===== src/rtl/present_test_pkg.sv =====
// Shared definitions for the PRESENT-128 test sequencer.
// Contents:
//   state_e      - FSM state encoding (also driven onto the debug state port)
//   DEF_*        - default parameter values for the sequencer
//   TIMER_W      - width of the shared duration timer
package present_test_pkg;

  typedef enum logic [2:0] {
    S_IDLE   = 3'd0,
    S_SETUP  = 3'd1,
    S_LOAD   = 3'd2,
    S_WAIT   = 3'd3,
    S_RECORD = 3'd4,
    S_FINISH = 3'd5
  } state_e;

  localparam int STATE_W             = 3;
  localparam int DEF_TEST_CASE_SIZE  = 32;
  localparam int DEF_SETUP_CYCLES    = 2;
  localparam int DEF_LOAD_CYCLES     = 1;
  localparam int DEF_TIMEOUT_CYCLES  = 64;
  localparam int TIMER_W             = 16;

endpackage


===== src/rtl/present_test_timer.sv =====
// Loadable down-counter shared by the SETUP, LOAD and WAIT durations.
// Ports:
//   clk_i      - clock, posedge
//   rst_i      - synchronous active-high reset (count -> 0)
//   load_i     - load load_val_i this cycle (takes priority over counting)
//   load_val_i - value loaded; a value of N-1 gives N cycles until expiry
//   expired_o  - count is zero (the current cycle is the last of the duration)
module present_test_timer
  import present_test_pkg::*;
#(
  parameter int W = TIMER_W
) (
  input  logic         clk_i,
  input  logic         rst_i,
  input  logic         load_i,
  input  logic [W-1:0] load_val_i,
  output logic         expired_o
);

  logic [W-1:0] cnt_q, cnt_d;

  // Saturates at zero so an idle timer stays expired.
  always_comb begin
    cnt_d = cnt_q;
    if (load_i) begin
      cnt_d = load_val_i;
    end else if (cnt_q != '0) begin
      cnt_d = cnt_q - W'(1);
    end
  end

  always_ff @(posedge clk_i) begin
    if (rst_i) begin
      cnt_q <= '0;
    end else begin
      cnt_q <= cnt_d;
    end
  end

  assign expired_o = (cnt_q == '0);

endmodule


===== src/rtl/present_test_sequencer.sv =====
// Walks the PRESENT-128 test harness through every stored test case:
// drives the case address, pulses load, waits for the harness pass
// indication (or a timeout) and tallies the results.
// Ports:
//   sig_mstr_clk       - master clock, posedge
//   sig_in_rst         - synchronous active-high reset
//   sig_in_start       - single-cycle run request (ignored while busy)
//   sig_in_abort       - stop the run; results hold their partial values
//   sig_in_valid       - harness pass indication
//   vec_out_sel_addr   - test case address to the harness
//   sig_out_load       - registered load strobe, high only in LOAD
//   sig_out_busy       - run in progress (SETUP..FINISH)
//   sig_out_done       - sticky run-complete flag
//   vec_out_pass_cnt   - passed case count
//   vec_out_fail_cnt   - failed case count
//   vec_out_first_fail - lowest failing case index (0 when none)
//   sig_out_any_fail   - at least one failure recorded
//   vec_out_fail_map   - bit i set when case i failed
//   vec_out_dbg_state  - current FSM state (state_e encoding)
//
// Handshake: sig_in_valid has no ready partner; it is sampled only in WAIT,
// on each WAIT cycle, and a single high sample completes the case as a pass.
// Outside WAIT it is ignored, since done/valid from the previous case may
// still be asserted while the next case's address settles.
module present_test_sequencer
  import present_test_pkg::*;
#(
  parameter int TEST_CASE_SIZE = DEF_TEST_CASE_SIZE,
  parameter int SETUP_CYCLES   = DEF_SETUP_CYCLES,
  parameter int LOAD_CYCLES    = DEF_LOAD_CYCLES,
  parameter int TIMEOUT_CYCLES = DEF_TIMEOUT_CYCLES
) (
  input  logic                              sig_mstr_clk,
  input  logic                              sig_in_rst,
  input  logic                              sig_in_start,
  input  logic                              sig_in_abort,
  input  logic                              sig_in_valid,
  output logic [$clog2(TEST_CASE_SIZE)-1:0] vec_out_sel_addr,
  output logic                              sig_out_load,
  output logic                              sig_out_busy,
  output logic                              sig_out_done,
  output logic [$clog2(TEST_CASE_SIZE):0]   vec_out_pass_cnt,
  output logic [$clog2(TEST_CASE_SIZE):0]   vec_out_fail_cnt,
  output logic [$clog2(TEST_CASE_SIZE)-1:0] vec_out_first_fail,
  output logic                              sig_out_any_fail,
  output logic [TEST_CASE_SIZE-1:0]         vec_out_fail_map,
  output logic [STATE_W-1:0]                vec_out_dbg_state
);

  localparam int ADDR_W = $clog2(TEST_CASE_SIZE);
  localparam int CNT_W  = ADDR_W + 1;
  localparam logic [ADDR_W-1:0] LAST_ADDR = ADDR_W'(TEST_CASE_SIZE - 1);

  state_e state_q, state_d;

  logic [ADDR_W-1:0]         addr_q, addr_d;
  logic [CNT_W-1:0]          pass_q, pass_d;
  logic [CNT_W-1:0]          fail_q, fail_d;
  logic [ADDR_W-1:0]         first_q, first_d;
  logic                      any_q, any_d;
  logic [TEST_CASE_SIZE-1:0] map_q, map_d;
  logic                      done_q, done_d;
  logic                      load_q, load_d;
  logic                      case_pass_q, case_pass_d;

  logic               tmr_load;
  logic [TIMER_W-1:0] tmr_val;
  logic               tmr_expired;

  present_test_timer #(.W(TIMER_W)) u_timer (
    .clk_i      (sig_mstr_clk),
    .rst_i      (sig_in_rst),
    .load_i     (tmr_load),
    .load_val_i (tmr_val),
    .expired_o  (tmr_expired)
  );

  // State register
  always_ff @(posedge sig_mstr_clk) begin
    if (sig_in_rst) begin
      state_q <= S_IDLE;
    end else begin
      state_q <= state_d;
    end
  end

  // Next-state logic; abort beats every other transition out of a busy state
  // and also suppresses a start in IDLE.
  always_comb begin
    state_d = state_q;
    unique case (state_q)
      S_IDLE:   if (sig_in_start && !sig_in_abort) state_d = S_SETUP;
      S_SETUP:  if (sig_in_abort) state_d = S_IDLE;
                else if (tmr_expired) state_d = S_LOAD;
      S_LOAD:   if (sig_in_abort) state_d = S_IDLE;
                else if (tmr_expired) state_d = S_WAIT;
      S_WAIT:   if (sig_in_abort) state_d = S_IDLE;
                else if (sig_in_valid || tmr_expired) state_d = S_RECORD;
      S_RECORD: if (sig_in_abort) state_d = S_IDLE;
                else if (addr_q == LAST_ADDR) state_d = S_FINISH;
                else state_d = S_SETUP;
      S_FINISH: state_d = S_IDLE;
      default:  state_d = S_IDLE;
    endcase
  end

  // Output logic
  always_comb begin
    sig_out_busy      = (state_q != S_IDLE);
    vec_out_dbg_state = state_q;
  end

  // The timer is reloaded on entry to each timed state. WAIT loads
  // TIMEOUT_CYCLES-1 so the wait count (TIMEOUT_CYCLES-1 minus remaining)
  // starts at 0, and expiry marks the last cycle valid can still pass.
  always_comb begin
    tmr_load = 1'b0;
    tmr_val  = '0;
    if (state_d != state_q) begin
      case (state_d)
        S_SETUP: begin tmr_load = 1'b1; tmr_val = TIMER_W'(SETUP_CYCLES - 1);   end
        S_LOAD:  begin tmr_load = 1'b1; tmr_val = TIMER_W'(LOAD_CYCLES - 1);    end
        S_WAIT:  begin tmr_load = 1'b1; tmr_val = TIMER_W'(TIMEOUT_CYCLES - 1); end
        default: ;
      endcase
    end
  end

  // Result and address datapath
  always_comb begin
    addr_d      = addr_q;
    pass_d      = pass_q;
    fail_d      = fail_q;
    first_d     = first_q;
    any_d       = any_q;
    map_d       = map_q;
    done_d      = done_q;
    case_pass_d = case_pass_q;
    load_d      = (state_d == S_LOAD);

    if (state_q == S_IDLE && sig_in_start && !sig_in_abort) begin
      addr_d  = '0;
      pass_d  = '0;
      fail_d  = '0;
      first_d = '0;
      any_d   = 1'b0;
      map_d   = '0;
      done_d  = 1'b0;
    end

    if (state_q == S_WAIT) begin
      case_pass_d = sig_in_valid;
    end

    if (state_q == S_RECORD && !sig_in_abort) begin
      if (case_pass_q) begin
        pass_d = pass_q + CNT_W'(1);
      end else begin
        fail_d         = fail_q + CNT_W'(1);
        map_d[addr_q]  = 1'b1;
        any_d          = 1'b1;
        if (!any_q) first_d = addr_q;
      end
      if (addr_q != LAST_ADDR) addr_d = addr_q + ADDR_W'(1);
    end

    if (state_d == S_FINISH) done_d = 1'b1;
  end

  always_ff @(posedge sig_mstr_clk) begin
    if (sig_in_rst) begin
      addr_q      <= '0;
      pass_q      <= '0;
      fail_q      <= '0;
      first_q     <= '0;
      any_q       <= 1'b0;
      map_q       <= '0;
      done_q      <= 1'b0;
      load_q      <= 1'b0;
      case_pass_q <= 1'b0;
    end else begin
      addr_q      <= addr_d;
      pass_q      <= pass_d;
      fail_q      <= fail_d;
      first_q     <= first_d;
      any_q       <= any_d;
      map_q       <= map_d;
      done_q      <= done_d;
      load_q      <= load_d;
      case_pass_q <= case_pass_d;
    end
  end

  assign vec_out_sel_addr   = addr_q;
  assign sig_out_load       = load_q;
  assign sig_out_done       = done_q;
  assign vec_out_pass_cnt   = pass_q;
  assign vec_out_fail_cnt   = fail_q;
  assign vec_out_first_fail = first_q;
  assign sig_out_any_fail   = any_q;
  assign vec_out_fail_map   = map_q;

endmodule


===== config.mk =====
export PLATFORM = sky130hd
export DESIGN_NAME = present_test_sequencer
export DESIGN_NICKNAME = d
export VERILOG_FILES = /design/src/rtl/present_test_pkg.sv /design/src/rtl/present_test_timer.sv /design/src/rtl/present_test_sequencer.sv
export SDC_FILE = /design/constraint.sdc
export NUM_CORES = 1
export LEC_CHECK = 0
export CORE_ASPECT_RATIO = 0.6
export CORE_MARGIN = 5
export CORE_UTILIZATION = 40
export DETAILED_ROUTE_END_ITERATION = 16
export SYNTH_ARGS = -nofsm -noshare
export SYNTH_HDL_FRONTEND = slang
export SYNTH_SLANG_ARGS = --single-unit

===== constraint.sdc =====
create_clock -name sig_mstr_clk -period 6.7 [get_ports sig_mstr_clk]
set_clock_uncertainty 0.2 [all_clocks]
set_input_delay 1.34 -clock sig_mstr_clk [delete_from_list [all_inputs] [get_ports sig_mstr_clk]]
set_output_delay 1.34 -clock sig_mstr_clk [all_outputs]
set_load 0.05 [all_outputs]

# After elaboration in Yosys (flattened, before gate mapping)
# Cells that the tools add are included.
[totals]
reg_bits = 77
in_bits = 5
out_inout_bits = 61
word_cells = 82
[classes]
n_addsub = 4
n_lt_le_gt_ge = 2
n_eq_ne = 11
mux = 39
bitwise_logic = 1
reduce_logical = 14
[ops]
columns = ["cell", "count"]
rows = [
  ["$mux W32", 3],
  ["$mux W6", 7],
  ["$mux W5", 7],
  ["$mux W16", 2],
  ["$or A32 B32 Y32", 1],
  ["$mux W3", 9],
  ["$logic_not A16 Y1", 1],
  ["$reduce_bool A16 Y1", 1],
  ["$sub A16 B1 Y16 const B", 1],
  ["$pmux W3 S5", 1],
  ["$add A6 B1 Y6 const B", 2],
  ["$eq A3 B2 Y1 const B", 4],
  ["$pmux W6 S2", 1],
  ["$mux W1", 8],
  ["$eq A3 B1 Y1 const B", 2],
  ["$eq A3 B3 Y1 const B", 2],
  ["$lt A5 B6 Y1 const B", 1],
  ["$add A5 B1 Y5 const B", 1],
  ["$demux W1 S5", 1],
  ["$eq A5 B5 Y1 const B", 1],
  ["$ge A5 B1 Y1 const B", 1],
  ["$logic_and A1 B1 Y1", 5],
  ["$ne A5 B5 Y1 const B", 1],
  ["$reduce_bool A2 Y1", 2],
  ["6 further kinds", 6],
]

# Logic depth before layout (Yosys ltp)
# Gate-level depths: netlist (run 1).
[depth]
ltp_word = 10
ltp_mapped = 10
mapped_depth_nobuf = 9

# By module
# From an unflattened synthesis (run 1), not the netlist that was laid out.
[hier_totals]
cells_unflattened = 394
hier_area_um2 = 3527.1
[by_module_without_submodules]
columns = ["mod", "n_inst", "cells_per_inst", "area_per_inst_um2", "seq_area_each_um2"]
rows = [
  ["present_test_sequencer", 1, 278, 2562.5, 1221.2],
  ["present_test_timer", 1, 116, 964.7, 320.3],
]

# Worst setup path before layout (run 1)
# No wires, ideal clock.
[synth_timing]
path_kind = "input to register"
start = "input port sig_in_abort"
end = "register fail_q[5], in the netlist vec_out_fail_cnt[5]"
setup_ps = 72
arrival_time_ps = 2904
t_required_ps = 6428
path_slack_ps = 3524
path_stages = 6
path_buffers = 1
path_cell_list = "nor4b_1 -> nor2b_1 -> clkbuf_1 -> nand4_1 -> or3_1 -> a21oi_1"
[synth_via]
elab_chain_len = 5
word_cells_on_any_way = 6
classes_between = "mux (3); reduce/logical (3)"
[synth_lines]
columns = ["element", "line", "source"]
rows = [
  ["start, declared", "present_test_sequencer.sv:36", "input logic sig_in_abort,"],
  ["$logic_not A1 Y1 *", "present_test_sequencer.sv:141, present_test_sequencer.sv:155", ""],
  ["$logic_and A1 B1 Y1", "present_test_sequencer.sv:141", "if (state_q == S_IDLE && sig_in_start && !sig_in_abort) begin"],
  ["$mux W6", "present_test_sequencer.sv:141", ""],
  ["$mux W6", "present_test_sequencer.sv:156", "if (case_pass_q) begin"],
  ["$mux W6 *", "present_test_sequencer.sv:155", "if (state_q == S_RECORD && !sig_in_abort) begin"],
  ["end signal, assigned", "present_test_sequencer.sv:184", "fail_q <= fail_d;"],
  ["end, declared", "present_test_sequencer.sv:58", "logic [CNT_W-1:0] fail_q, fail_d;"],
]
# Mark *: on every way between the ends. The rest lies on a longest branch, timed or not.
# A chain may end at the register's enable or synchronous reset.

# Worst setup path after layout (run 1)
[layout_timing]
start = "input port sig_in_abort"
end = "register map_q[5], in the netlist vec_out_fail_map[5]"
[layout_via]
elab_chain_len = 6
word_cells_on_any_way = 7
classes_between = "mux (3); bitwise (1); reduce/logical (3)"
[layout_lines]
columns = ["element", "line", "source"]
rows = [
  ["$logic_not A1 Y1 *", "present_test_sequencer.sv:141, present_test_sequencer.sv:155", ""],
  ["$logic_and A1 B1 Y1", "present_test_sequencer.sv:141", ""],
  ["$mux W32", "present_test_sequencer.sv:141", ""],
  ["$or A32 B32 Y32 (no line)", "-", ""],
  ["$mux W32", "present_test_sequencer.sv:156", ""],
  ["$mux W32 *", "present_test_sequencer.sv:155", ""],
  ["end signal, assigned", "present_test_sequencer.sv:187", "map_q <= map_d;"],
  ["end, declared", "present_test_sequencer.sv:61", "logic [TEST_CASE_SIZE-1:0] map_q, map_d;"],
]
# Marked as above.

==> results of run 1 <==
critical path, stage by stage:
cell,delay (ns)
clkdlybuf4s50_1,0.52
nor4b_1,0.67
nor2b_1,0.65
nand2_1,0.20
nor3_1,0.43
a22oi_1,0.13
nor2_1,0.14
cell usage after synthesis (all sizes together), types with 6 or more instances:
cell type	instances	area share, %
nor3	23	3.3
xor2	7	1.8
nor2	67	7.4
clkbuf	24	2.6
ha	9	3.2
nand2b	6	1.1
nand2	23	2.5
nor4	7	1.7
inv	8	0.86
a21oi	22	3.2
a22oi	32	6.9
dfxtp	77	44
xnor2	13	3.3
nand3	16	2.3
worst max-delay path by stage:
stage,end,slack (ns),cells past startpoint,startpoint
4_1_cts,vec_out_fail_map[5],2.70,7,sig_in_abort
5_1_grt,vec_out_fail_map[5],2.41,7,sig_in_abort
3_5_place_dp,vec_out_fail_map[7],2.47,7,sig_in_abort
2_1_floorplan,vec_out_fail_cnt[5],3.52,6,sig_in_abort
3_3_place_gp,vec_out_fail_map[4],2.63,7,sig_in_abort
6_report,vec_out_fail_map[5],2.67,7,sig_in_abort
state kept, by name, indices dropped and copies added, names as in the netlist:
register,cells
vec_out_sel_addr,5
sig_out_load,1
sig_out_any_fail,1
vec_out_fail_map,32
sig_out_done,1
vec_out_dbg_state,3
vec_out_first_fail,5
case_pass_q,1
vec_out_fail_cnt,6
u_timer.cnt_q,16
vec_out_pass_cnt,6
per-layer routing:
metal / vias up / wire (um)
met5: - / 0
met4: 0 / 114
met3: 14 / 651
met2: 120 / 3650
met1: 1486 / 4730
li1: 1533 / -
layout make-up:
class	instances	area, um^2
timing repair buffer	66	653
inverter	8	30.0
clock inverter	4	72.6
multi-input combinational	291	1810
fill	803	4000
tap	112	140
sequential	77	1540
clock buffer	11	243
power by group through the flow:
stage / sequential [mW] / clock (mW) / combinational, mW
final: 0.547 / 0.514 / 0.440
after floorplan: 0.545 / 0 / 0.364
after detailed placement: 0.555 / 0 / 0.433
after CTS: 0.546 / 0.525 / 0.436
after global routing: 0.553 / 0.548 / 0.485
after global placement: 0.553 / 0 / 0.427
cell families (layout without fill, tap and decap cells):
kind of cell / count (synthesis) / in the layout
simple gates: 176 / 176
compound gates: 84 / 84
flops: 77 / 77
buf+inv: 33 / 89
xor+xnor: 20 / 20
fa+ha+maj: 9 / 9
mux: 2 / 2
cell usage in the layout, fill, tap and decap left out, drive strengths merged, types with 8 or more instances in the layout:
cell type and instances:
nor3 23, ha 9, a22oi 32, nand2 23
clkbuf 11, nor2 67, inv 8, xnor2 13
a21oi 22, clkdlybuf4s50 64, dfxtp 77, nand3 16
==> results.py, run 1 <==
metrics = {
    "outcome": {
        "status": "completed",
    },
    "floorplanning": {
        "start_util_pct": 41.0,
        "pin_count": 66,
        "rows": 26,
        "core_area_mm2": 0.00849,
        "dieArea_mm2": 0.0107,
        "die_x_um": 130,
        "die_height_um": 82.2,
    },
    "layout": {
        "syn_to_final_growth_pct": 29.1,
        "n_antenna_cell": 0,
        "fin_nets": 467,
        "drive_gt1_share_pct": 7.00,
        "final_cells": 569,
        "final_util_pct": 52.9,
        "final_area_mm2": 0.00449,
    },
    "sta": {
        "finalSetupTns_ns": 0,
        "fmax_mhz": 248,
        "setup_ws_ns": 2.67,
        "hold_violations": 0,
        "tightest_slew_ns": 1.01,
        "setup_viol": 0,
        "period_share_pct": 60.1,
        "drv_slew": 0,
        "rsz0062_at_grt": "false",
        "slew_headroom_pct": 32.0,
        "hold_ws_ns": 0.270,
        "period_needed_ns": 4.03,
    },
    "yosys": {
        "avgSynthCellArea_um2": 8.67,
        "synth_mux_area_share_pct": 0.576,
        "synth-seq-cells": 77,
        "synthAdderAreaFrac_pct": 3.24,
        "yosysSeqAreaShare_pct": 44.3,
        "syn-num-nets": 415,
        "synth_xor_area_share_pct": 5.04,
        "synth_cell_types": 53,
        "synthesis.area_mm2": 0.00348,
        "synth_top_family_by_area": "simple AND/OR/NAND/NOR gates",
        "yosys_warnings": 0,
        "ys.flop_type": "dfxtp_1",
        "synth_compound_area_share_pct": 17.4,
        "netlist_instances": 401,
        "synth_edf_count": 0,
        "synthArstFlopShare_pct": 0,
        "synthSimpleGateAreaFrac_pct": 25.6,
    },
    "placed_design": {
        "place_area_mm2": 0.00417,
        "dp_slack_ns": 2.47,
        "portBuffers": 65,
        "gp_congestion": 0.831,
        "dp_hpwl_um": 6440,
        "dp.cells": 554,
    },
    "detailed_routing": {
        "drcViolationCount": 0,
        "dr.pass1.iters": 6,
        "postRouteAntennaNets": 0,
        "viasPerCell": 5.54,
        "drt_iter0_markers": 238,
        "vias": 3153,
        "wire_per_inst_um": 16.1,
        "wirelength_um": 9140,
    },
    "clock_network": {
        "cts.sinks": 77,
        "ctsRootBufferMaster": "clkbuf_16",
        "cts_resized": 0,
        "cts_tree": "built",
        "cts_buffers": 9,
        "postCtsHoldBufs": 0,
        "clk_path_buf_depth": 2,
        "clkTransAtPathRegs_ns": 0.06,
        "clock_latency_ns": 0.33,
        "cts.htree.levels": 3,
        "postCtsSetupBuffers": 0,
    },
    "global_route": {
        "grt.busiest_layer": "met1",
        "grt_overflow": 0,
        "grtUsageMet2_pct": 23.9,
        "grt_pass1_vias": 2924,
        "grt_pass1_wl_um": 14900,
        "grt_max_degree": 63,
        "groute.layer.met1.usage_pct": 27.1,
        "track_usage_pct": 17.6,
        "grt_use_met3_pct": 4.56,
        "antenna_found_initial": 0,
    },
    "power_and_ir_drop": {
        "ir_drop_mv": 0.153,
        "internal-power_mw": 1.03,
        "power_frac_clock_pct": 34.3,
        "sequentialPowerShare_pct": 36.4,
        "swShare_pct": 31.6,
        "powerDensity_mw_per_mm2": 334,
        "leakage_nw": 1.57,
        "p_switching_mw": 0.474,
        "comb_power_share_pct": 29.3,
        "power_mw": 1.50,
    },
    "critical_path": {
        "reg2reg_to": "u_timer.cnt_q[14]",
        "worst-setup-path-type": "input pin to flip-flop",
        "crit_path_max_fanout": 9,
        "rrSetupSlack_ns": 3.51,
        "cp-start-kind": "input pin",
        "worstRegToRegCells": 7,
        "worst_ep_required_time_ns": 6.75,
        "worstPathArrival_ns": 4.08,
        "rr_startpoint": "vec_out_sel_addr[0]",
        "end_kind": "flip-flop",
    },
    "worst_hold_path": {
        "hp-start": "vec_out_first_fail[1]",
        "worstHoldPathCells": 2,
        "worstHoldPathType": "flip-flop to flip-flop",
        "worstHoldEndpoint": "vec_out_first_fail[1]",
    },
    "run": {
        "cap_violations": 0,
    },
}
Note: power is estimated with default switching activity, not from simulation.
==> run 2: changes to the inputs <==
==> constraint.sdc (replaced) <==
create_clock -name sig_mstr_clk -period 4.05 [get_ports sig_mstr_clk]
set_clock_uncertainty 0.2 [all_clocks]
set_input_delay 0.81 -clock sig_mstr_clk [delete_from_list [all_inputs] [get_ports sig_mstr_clk]]
set_output_delay 0.81 -clock sig_mstr_clk [all_outputs]
set_load 0.05 [all_outputs]
==> run 2 against run 1 <==
Net effect: sequential share of layout area fell by 0.23 points; setup slack worse by 1.8 ns; die area unchanged; global-route usage rose by 0.43 points; clock-buffer cell count down 1; combinational power increased by 65%; hold slack is essentially flat; critical path depth decreased by 1; non-clock buffer count is 6 higher; routed wire length increased by 1.9%; cell count is 1.2% higher; critical path type unchanged; critical endpoint is now vec_out_fail_map[19]; highest routed layer unchanged.
==> results.py, run 2 (synthesis results as in run 1) <==
metrics = {
    "outcome": {
        "status": "completed",
    },
    "sta": {
        "slew_headroom_pct": 46.2,
        "setup_ws_ns": 0.850,
        "fmax_mhz": 312,
        "rsz0062_at_grt": "false",
        "period_share_pct": 79.0,
        "tightest_slew_ns": 0.796,
        "hold_violations": 0,
        "hold_ws_ns": 0.270,
        "setup_viol": 0,
        "period_needed_ns": 3.20,
        "drv_slew": 0,
        "finalSetupTns_ns": 0,
    },
    "critical_path": {
        "slowest_delay_ns": 0.69,
        "worst-setup-path-type": "input pin to flip-flop",
        "end_kind": "flip-flop",
        "rr_startpoint": "u_timer.cnt_q[0]",
        "crit_path_max_fanout": 7,
        "critPathLaunch": "sig_in_abort",
        "crit_chain": "clkdlybuf4s50_1, nor4b_1, nand2b_1, nor4b_1, a22oi_1, nor2_1",
        "endpoint": "vec_out_fail_map[19]",
        "crit_top_cell": "nor4b_1",
        "worstPathArrival_ns": 3.27,
        "crit_slowest_cell": "nor4b_1",
        "path_buf_inv": 1,
        "path_depth": 6,
        "reg2reg_to": "u_timer.cnt_q[15]",
        "cp-start-kind": "input pin",
        "worst_ep_required_time_ns": 4.12,
        "worstRegToRegCells": 8,
        "rrSetupSlack_ns": 1.01,
        "critical-path-top-delay-family": "simple AND/OR/NAND/NOR gates",
    },
    "layout": {
        "regArea_mm2": 0.00154,
        "largest_register_ffs": 32,
        "multi_input_area_mm2": 0.00181,
        "fill_cells": 784,
        "fin_nets": 473,
        "final_util_pct": 53.2,
        "final_common_cell": "dfxtp_1",
        "syn_to_final_growth_pct": 29.9,
        "drive_gt1_share_pct": 8.62,
        "final_area_mm2": 0.00452,
        "n_antenna_cell": 0,
        "final_cells": 576,
        "final_cell_mix": "77 x dfxtp_1, 66 x nor2_1, 64 x clkdlybuf4s50_1",
    },
    "global_route": {
        "grt_pass1_wl_um": 15200,
        "grt_max_degree": 41,
        "antenna_found_initial": 0,
        "grt_overflow": 0,
        "track_usage_pct": 18.0,
        "grt_pass1_vias": 2851,
    },
    "clock_network": {
        "cts.sinks": 77,
        "clock_latency_ns": 0.34,
        "clkTransAtPathRegs_ns": 0.06,
        "postCtsHoldBufs": 0,
        "cts_tree": "built",
        "ctsRootBufferMaster": "clkbuf_16",
        "cts_buffers": 9,
        "postCtsSetupBuffers": 0,
        "clk_path_buf_depth": 2,
        "cts_resized": 0,
        "cts.htree.levels": 3,
    },
    "detailed_routing": {
        "dr.pass1.iters": 5,
        "drcViolationCount": 0,
        "wire_per_inst_um": 16.2,
        "viasPerCell": 5.47,
        "postRouteAntennaNets": 0,
        "drt_iter0_markers": 319,
        "wirelength_um": 9320,
        "vias": 3149,
    },
    "placed_design": {
        "dp.cells": 560,
        "dp_slack_ns": 0.559,
        "gp_congestion": 0.858,
        "portBuffers": 65,
        "dp_hpwl_um": 6590,
        "place_area_mm2": 0.00422,
    },
    "floorplanning": {
        "die_height_um": 82.2,
        "dieArea_mm2": 0.0107,
        "start_util_pct": 41.0,
        "pin_count": 66,
        "core_area_mm2": 0.00849,
        "rows": 26,
        "die_x_um": 130,
    },
    "worst_hold_path": {
        "hp-start": "vec_out_first_fail[1]",
        "worstHoldPathType": "flip-flop to flip-flop",
    },
    "power_and_ir_drop": {
        "powerDensity_mw_per_mm2": 540,
        "power_mw": 2.44,
        "leakage_nw": 1.60,
        "ir_drop_mv": 0.262,
    },
    "run": {
        "cap_violations": 0,
    },
}
## run 2: cell types whose count changed in the layout (fill, tap and decap cells not counted), sizes merged
cell,before,now
inv,8,9
buf,2,8
clkbuf,11,10
clkinv,1,3
bufinv,2,1
## run 2: worst min path at each step
stage	cells past startpoint	slack, ns	endpoint
final	2	0.27	vec_out_first_fail[1]
after CTS	2	0.27	vec_out_first_fail[4]
after global placement	2	0.26	vec_out_first_fail[1]
after global routing	2	0.29	vec_out_first_fail[4]
after detailed placement	2	0.26	vec_out_first_fail[4]
after floorplan	2	0.29	case_pass_q
## run 2: routing by layer
metal,track usage [%],routed length [um]
met5,0,0
met4,5.75,115
met3,4.50,706
met2,22.9,3500
met1,28.7,4990
## run 2: area by class of cell
| class | instances | share of cell area [%] |
|---|---|---|
| Clock buffer | 10 | 5.29 |
| Clock inverter | 6 | 1.36 |
| Inverter | 8 | 0.664 |
| Multi-Input combinational cell | 291 | 40.0 |
| Sequential cell | 77 | 34.1 |
| Tap cell | 112 | 3.10 |
| Timing Repair Buffer | 72 | 15.4 |
## run 2: power breakdown
group / internal [mW] / total (mW) / switching, mW
clock network: 0.493 / 0.813 / 0.320
logic: 0.321 / 0.724 / 0.402
registers: 0.826 / 0.903 / 0.0765
total: 1.64 / 2.44 / 0.799
## run 2: tightest hold or removal path, delay by kind of cell (launching register included)
kind	cells	cell delay [ns]
simple gates	1	0.06
flops	1	0.31
compound gates	1	0.06
==> run 3: changes to the inputs <==
--- a/config.mk
+++ b/config.mk
@@ -9,6 +9,7 @@
 export CORE_MARGIN = 5
 export CORE_UTILIZATION = 40
 export DETAILED_ROUTE_END_ITERATION = 16
+export PLACE_DENSITY = 0.67
 export SYNTH_ARGS = -nofsm -noshare
 export SYNTH_HDL_FRONTEND = slang
 export SYNTH_SLANG_ARGS = --single-unit
==> constraint.sdc (replaced) <==
create_clock -name sig_mstr_clk -period 2.85 [get_ports sig_mstr_clk]
set_clock_uncertainty 0.2 [all_clocks]
set_input_delay 0.57 -clock sig_mstr_clk [delete_from_list [all_inputs] [get_ports sig_mstr_clk]]
set_output_delay 0.57 -clock sig_mstr_clk [all_outputs]
set_load 0.05 [all_outputs]
==> run 3 against run 2 <==
Net effect: routed wire length up 3.6%; clock power up 61%; hold slack better by 0.0030 ns; largest power group is now the clock network.
==> results.py, run 3 (synthesis results as in run 1) <==
metrics = {
    "power_and_ir_drop": {
        "leakage_nw": 1.78,
        "sequentialPowerShare_pct": 34.1,
        "p_switching_mw": 1.18,
        "power_mw": 3.75,
        "internal-power_mw": 2.57,
        "power_frac_clock_pct": 34.9,
        "powerDensity_mw_per_mm2": 780,
        "ir_drop_mv": 0.489,
        "comb_power_share_pct": 31.0,
        "swShare_pct": 31.5,
    },
    "sta": {
        "slew_headroom_pct": 62.0,
        "finalSetupTns_ns": 0,
        "setup_viol": 0,
        "period_share_pct": 95.4,
        "hold_ws_ns": 0.273,
        "fmax_mhz": 368,
        "setup_ws_ns": 0.130,
        "hold_violations": 0,
        "period_needed_ns": 2.72,
        "rsz0062_at_grt": "false",
        "drv_slew": 0,
        "tightest_slew_ns": 0.565,
    },
    "layout": {
        "final_util_pct": 56.5,
        "fin_nets": 502,
        "fill_cells": 757,
        "drive_gt1_share_pct": 14.6,
        "final_cells": 605,
        "final_area_mm2": 0.00480,
        "final_cell_mix": "75 x dfxtp_1, 66 x nor2_1, 64 x clkdlybuf4s50_1",
        "largest_register_ffs": 32,
        "syn_to_final_growth_pct": 38.0,
        "final_common_cell": "dfxtp_1",
        "n_antenna_cell": 0,
    },
    "placed_design": {
        "portBuffers": 65,
        "gp_congestion": 0.835,
        "dp.cells": 588,
        "dp_hpwl_um": 6940,
        "place_area_mm2": 0.00444,
        "dp_slack_ns": 0.0902,
    },
    "critical_path": {
        "crit_slowest_cell": "clkdlybuf4s50_1",
        "worst-setup-path-type": "flip-flop to primary output",
        "end_kind": "primary output",
        "worstPathArrival_ns": 1.95,
        "cp-start-kind": "flip-flop",
        "crit_path_max_fanout": 14,
        "slowest_delay_ns": 0.81,
        "worst_ep_required_time_ns": 2.08,
        "crit_chain": "nor2_1, nand2_1, clkdlybuf4s50_1",
    },
    "clock_network": {
        "cts.htree.levels": 3,
        "cts.sinks": 77,
        "ctsRootBufferMaster": "clkbuf_16",
        "postCtsHoldBufs": 0,
        "clkTransAtPathRegs_ns": 0.06,
        "clk_path_buf_depth": 2,
        "cts_buffers": 9,
        "cts_tree": "built",
        "clock_latency_ns": 0.34,
    },
    "detailed_routing": {
        "drcViolationCount": 0,
        "wire_per_inst_um": 16.0,
        "wl_met3_um": 609,
        "viasPerCell": 5.43,
        "postRouteAntennaNets": 0,
        "vias": 3286,
        "wl_met1_um": 4890,
        "highest_layer": "met4",
        "drt_iter0_markers": 233,
        "dr.pass1.iters": 6,
        "wirelength_um": 9650,
        "dr_wl_met2_um": 4020,
    },
    "floorplanning": {
        "start_util_pct": 41.0,
        "dieArea_mm2": 0.0107,
        "die_x_um": 130,
        "rows": 26,
        "pin_count": 66,
        "core_area_mm2": 0.00849,
        "die_height_um": 82.2,
    },
    "global_route": {
        "antenna_found_initial": 0,
        "grt_max_degree": 50,
        "grt_pass1_vias": 3065,
        "grt_overflow": 0,
        "track_usage_pct": 18.5,
        "grt_pass1_wl_um": 15500,
    },
    "run": {
        "cap_violations": 0,
    },
    "worst_hold_path": {
        "worstHoldPathType": "flip-flop to flip-flop",
    },
    "outcome": {
        "status": "completed",
    },
}
## run 3: changes by cell type in the layout (fill, tap and decap cells not counted), moves of 2 or more
cell / delta
buf_4: +28
bufinv_16: +2
clkinv_2: -2
clkinv_4: +2
dfxtp_1: -2
dfxtp_2: +2
## run 3: path summary, 6_finish.rpt
check,startpoint,endpoint,slack (ns),cells after the start
worst min register to register,vec_out_first_fail[3],vec_out_first_fail[3],0.27,2
worst max register to register,u_timer.cnt_q[1],u_timer.cnt_q[6],0.13,9
worst min-delay path,vec_out_first_fail[3],vec_out_first_fail[3],0.27,2
worst max-delay path,vec_out_dbg_state[2],sig_out_busy,0.13,3
## run 3: power groups by stage
| stage | sequential [mW] | combinational, mW | clock, mW |
|---|---|---|---|
| floorplan | 1.28 | 0.857 | 0 |
| global placement | 1.29 | 1.09 | 0 |
| detailed placement | 1.30 | 1.12 | 0 |
| CTS | 1.27 | 1.13 | 1.33 |
| global route | 1.29 | 1.27 | 1.39 |
| finish | 1.28 | 1.16 | 1.31 |
## run 3: area by class of cell
class	count	area (um^2)	share of cell area, %
multi-input combinational	291	1810	37.7
sequential	77	1540	32.2
timing repair buffer	101	928	19.3
clock buffer	9	225	4.69
tap	112	140	2.92
clock inverter	7	121	2.53
inverter	8	30.0	0.625
## run 3: timing repair
item	CTS	global route
endpoints found under the setup margin	0	8
setup buffers	0	1
resized for setup	0	5
## run 3: layer usage
layer  vias up  GRT usage [%]
met5         -              0
met4         0           6.16
met3        10           5.46
met2       100           26.4
met1      1570           26.5
li1       1606              -
## run 3: worst max-delay path: cells and delay by family, from the launching register on
family	cells	cell delay [ns]
simple gates	2	0.21
buf+inv	1	0.81
flops	1	0.59
